==> config.mk <==
export PLATFORM = sky130hd
export DESIGN_NAME = bcd_convert_arbiter
export DESIGN_NICKNAME = d
export VERILOG_FILES = /design/src/rtl/bcd_convert_arbiter.sv
export SDC_FILE = /design/constraint.sdc
export NUM_CORES = 1
export LEC_CHECK = 0
export CORE_UTILIZATION = 52
export DETAILED_ROUTE_END_ITERATION = 7
export PLACE_DENSITY = 0.79
export RECOVER_POWER = 25
export SYNTH_ARGS = -nofsm -noshare
export SYNTH_HDL_FRONTEND = slang
export SYNTH_SLANG_ARGS = --single-unit
==> constraint.sdc <==
create_clock -name clk -period 2.8 [get_ports clk]
set_input_delay 0.56 -clock clk [delete_from_list [all_inputs] [get_ports clk]]
set_output_delay 0.56 -clock clk [all_outputs]
set_load 0.01 [all_outputs]
==> src/rtl/bcd_convert_arbiter.sv <==
// Two-requester arbiter in front of a serial double-dabble binary-to-BCD converter.
// One 8-bit operand is converted per grant; the result is strobed back with ack/valid.
module bcd_convert_arbiter #(
    parameter bit FIXED_PRIORITY = 1'b0
) (
    input  logic       clk,
    input  logic       reset,
    input  logic       req0,
    input  logic [7:0] bin0,
    input  logic       req1,
    input  logic [7:0] bin1,
    output logic       ack0,
    output logic       ack1,
    output logic       busy,
    output logic       grant_id,
    output logic [3:0] hundreds,
    output logic [3:0] tens,
    output logic [3:0] ones,
    output logic       valid,
    output logic [1:0] dbg_state_o
);

    typedef enum logic [1:0] {
        IDLE  = 2'd0,
        SHIFT = 2'd1,
        DONE  = 2'd2
    } state_t;

    state_t      state_q;
    logic [2:0]  cnt_q;
    logic [7:0]  opnd_q;
    logic [11:0] dig_q;
    logic        last_q;
    logic        grant_q;
    logic        ack0_q;
    logic        ack1_q;
    logic        valid_q;
    logic        busy_q;
    logic [11:0] res_q;

    logic        win_d;
    logic [11:0] adj_d;
    logic [11:0] shift_d;

    // Handshake: a requester holds req until its one-cycle ack; the result digits
    // are valid in that same cycle and remain held until the next conversion ends.
    always_comb begin
        win_d = 1'b0;
        if (req0 && req1) begin
            win_d = FIXED_PRIORITY ? 1'b0 : ~last_q;
        end else if (req1) begin
            win_d = 1'b1;
        end
    end

    // Digits never exceed 12 after the +3 correction, so no carry crosses a digit.
    always_comb begin
        adj_d = dig_q + {(dig_q[11:8] >= 4'd5) ? 4'd3 : 4'd0,
                         (dig_q[7:4]  >= 4'd5) ? 4'd3 : 4'd0,
                         (dig_q[3:0]  >= 4'd5) ? 4'd3 : 4'd0};
        shift_d = (adj_d << 1) | {11'd0, opnd_q[cnt_q]};
    end

    always_ff @(posedge clk or posedge reset) begin
        if (reset) begin
            state_q <= IDLE;
            cnt_q   <= 3'd0;
            opnd_q  <= 8'd0;
            dig_q   <= 12'd0;
            last_q  <= 1'b1;
            grant_q <= 1'b0;
            ack0_q  <= 1'b0;
            ack1_q  <= 1'b0;
            valid_q <= 1'b0;
            busy_q  <= 1'b0;
            res_q   <= 12'd0;
        end else begin
            ack0_q  <= 1'b0;
            ack1_q  <= 1'b0;
            valid_q <= 1'b0;
            case (state_q)
                IDLE: begin
                    if (req0 || req1) begin
                        grant_q <= win_d;
                        last_q  <= win_d;
                        opnd_q  <= win_d ? bin1 : bin0;
                        cnt_q   <= 3'd7;
                        dig_q   <= 12'd0;
                        busy_q  <= 1'b1;
                        state_q <= SHIFT;
                    end
                end
                SHIFT: begin
                    dig_q <= shift_d;
                    cnt_q <= cnt_q - 3'd1;
                    if (cnt_q == 3'd0) begin
                        res_q   <= shift_d;
                        ack0_q  <= ~grant_q;
                        ack1_q  <= grant_q;
                        valid_q <= 1'b1;
                        state_q <= DONE;
                    end
                end
                DONE: begin
                    busy_q  <= 1'b0;
                    state_q <= IDLE;
                end
                default: state_q <= IDLE;
            endcase
        end
    end

    assign ack0        = ack0_q;
    assign ack1        = ack1_q;
    assign valid       = valid_q;
    assign busy        = busy_q;
    assign grant_id    = grant_q;
    assign hundreds    = res_q[11:8];
    assign tens        = res_q[7:4];
    assign ones        = res_q[3:0];
    assign dbg_state_o = state_q;

endmodule

==> results.cfg <==
[global_route]
grt_use_met3_pct = 5.34
grt_pass1_wl_mm = 7.38
busiest_layer = met2
grt_pass1_vias = 1607
grt_start_max_net_pins = 44
antenna_found_initial = 0
track_usage_pct = 22.5
gr-total-overflow = 0
gr-usage-met2_pct = 35.5
grtUsageMet1_pct = 29.7

[floorplan]
die_area_sq_um = 4400
die_w_microns = 66.3
io_pins = 39
fp.dieH_microns = 66.3
start_util_pct = 54.2
row_count = 23
fp.coreArea_sq_um = 3970

[run]
maxCapViolations = 0

[synth]
yosys_warnings = 0
synth_area_sq_um = 2150
synthDistinctLibCells = 42
synthFlopType = dfrtp_1
synth_top_area_share_pct = 48.9
synth_common_cells = 42 x dfrtp_1, 37 x nand2_1, 31 x o21ai_0
synthMostInstantiatedCell = dfrtp_1
yosys-top-cells-area = dfrtp_1 49%, o21ai_0 7.2%, nand2_1 6.5%
async_flop_share_pct = 100
synth.avg_cell_area_sq_um = 10.0
synth-edff-count = 0
syn_inst = 215
syn-num-nets = 244
seq_area_frac_synth_pct = 50.1
ys_seq_elements = 43
synth_top_cell_by_area = dfrtp_1

[power_and_ir_drop]
total_leakage_power_nw = 1.22
power_density_nw_per_um2 = 1140
peakVddDrop_mv = 0.506
totalPowerFinal_mw = 3.04

[sta]
hold-worst-slack_ns = 0.479
worst_pin_slew_ns = 1.04
drv_slew = 0
finalSetupViolCount = 0
max_slew_margin_pct = 30.4
setup_slack_ns = 0.373
clock_skew_ns = 0.00947
rsz0062_at_grt = false
period_minus_slack_ns = 2.43
hold_violations = 0
max_freq_mhz = 412
period_share_pct = 86.7
setup_tns_ns = 0

[clocking]
postCtsSetupRepairBufs = 0
clk_latency_ns = 0.29
ctsResizeCount = 0
cts_made_buffers = 5
cts_tree = built
postCtsHoldBufs = 0
clock_sinks = 43
cts-htree-levels = 2
clockBufferDepth = 2
clock-root-buffer = clkbuf_8
path_clk_slew_ns = 0.08

[placement]
place_worst_setup_slack_ns = 0.410
place.gp.congestion = 0.773
place_hpwl_mm = 2.98
port_buffers = 38
placed_cells = 298

[setup_path]
r2r_cells = 9
critPathMaxFanout = 7
crit_path_start_kind = flip-flop
r2r_setup_slack_ns = 0.37
critical_path_class = flip-flop to flip-flop
cp_data_required_time_ns = 2.98
crit_arrival_ns = 2.61
rr_startpoint = dig_q[2]$_DFFE_PP0P_
r2r_end = dig_q[9]$_DFFE_PP0P_
worstSetupEndpointType = flip-flop
crit_path_start = dig_q[2]$_DFFE_PP0P_
crit_path_end = dig_q[9]$_DFFE_PP0P_

[drt]
drc = 0
first_iter_violations = 75
wire_per_inst_microns = 13.7
ant_nets = 0
drt-total-wl_mm = 4.19
firstDrtPassIters = 4
routed_via_density = 5.43
vias = 1662

[layout]
final_cell_count_no_fill = 306
layout.nets = 284
area_delta_synth_final_pct = 24.1
antenna_cells = 0
num-fill-cells = 321
drive_gt1_share_pct = 7.03

[min_path]
worstHoldPathType = flip-flop to flip-flop
hold_depth = 2

[run_status]
status = finished, final reports clean
==> stage by stage <==
step / utilization (%) / instance area (sq um)
after floorplan: - / 2150
after global placement: 65.2 / 2590
after detailed placement: 65.2 / 2590
after CTS: 67.3 / 2670
after global routing: 67.2 / 2670
final: 67.2 / 2670
==> worst max-delay path, stage by stage (launching register included) <==
cell	delay, ns
dfrtp_1	0.45
o21ai_0	0.12
nand2b_1	0.14
ha_1	0.20
inv_1	0.06
fa_1	0.42
nand2b_1	0.18
o21ai_1	0.32
a31oi_1	0.16
a221o_1	0.28
==> flip-flops by register name (all words and copies together) (netlist names) <==
| name | count |
|---|---|
| last_q | 1 |
| cnt_q | 3 |
| grant_id | 1 |
| ack0 | 1 |
| dig_q | 12 |
| ack1 | 1 |
| valid | 1 |
| dbg_state_o | 2 |
| opnd_q | 8 |
| res_q | 12 |
| busy | 1 |
==> power by group <==
part	leakage (nW)	switching, mW	internal [mW]
Combinational	0.642	0.782	0.743
Clock	0.0422	0.200	0.175
Sequential	0.531	0.227	0.910
==> layout by cell type, fill, tap and decap left out, types with 2 or more instances in the layout <==
cell type and instances:
a31oi_1 2, a221o_1 3, dfrtp_1 42, o21ai_0 30, clkbuf_8 5, nand2b_1 4, inv_1 10, and3_1 4
o2111a_1 2, mux4_2 2, ha_1 8, clkbuf_1 2, o21ai_1 2, mux2i_1 9, o211ai_1 2, nor2_1 9
buf_4 4, nand2_1 37, or3_1 2, clkdlybuf4s50_1 37, xnor2_1 2, xor2_1 3, nor2b_1 2, a21oi_1 3
a21o_1 2, mux2_2 2, nand3_1 5, or4_1 2
==> layout make-up <==
| class | count | area [sq um] | share of cell area, % |
|---|---|---|---|
| timing repair buffer | 43 | 415 | 15.6 |
| clock buffer | 7 | 76.3 | 2.86 |
| inverter | 11 | 41.3 | 1.55 |
| multi-input combinational | 151 | 991 | 37.1 |
| clock inverter | 1 | 5.00 | 0.188 |
| tap | 50 | 62.6 | 2.34 |
| sequential | 43 | 1080 | 40.4 |
==> routing by layer <==
metal  share of wire [%]  vias to the layer above
met5                   0                        -
met4                 1.9                        0
met3                 2.7                        7
met2                  49                       30
met1                  47                      789
li1                    -                      836
==> logic make-up (layout without fill, tap and decap cells) <==
logic type / Yosys count / after routing / share of synthesized area (%)
and+or+nand+nor: 69 / 69 / 14.8
AOI/OAI and AO/OA: 55 / 55 / 16.3
DFF: 43 / 43 / 50.1
buffers and inverters: 21 / 62 / 3.84
muxes: 13 / 13 / 7.33
adders and majority gates: 9 / 9 / 5.58
xor gates and xnor gates: 5 / 5 / 2.04
==> worst min-delay path by stage <==
stage	from	to
floorplan	opnd_q[2]$_DFFE_PP0P_	opnd_q[2]$_DFFE_PP0P_
global placement	opnd_q[7]$_DFFE_PP0P_	opnd_q[7]$_DFFE_PP0P_
finish	res_q[5]$_DFFE_PP0P_	res_q[5]$_DFFE_PP0P_
CTS	res_q[5]$_DFFE_PP0P_	res_q[5]$_DFFE_PP0P_
global route	dig_q[11]$_DFFE_PP0P_	dig_q[11]$_DFFE_PP0P_
detailed placement	res_q[1]$_DFFE_PP0P_	res_q[1]$_DFFE_PP0P_
No activity file was read; power rests on OpenSTA's default activity.
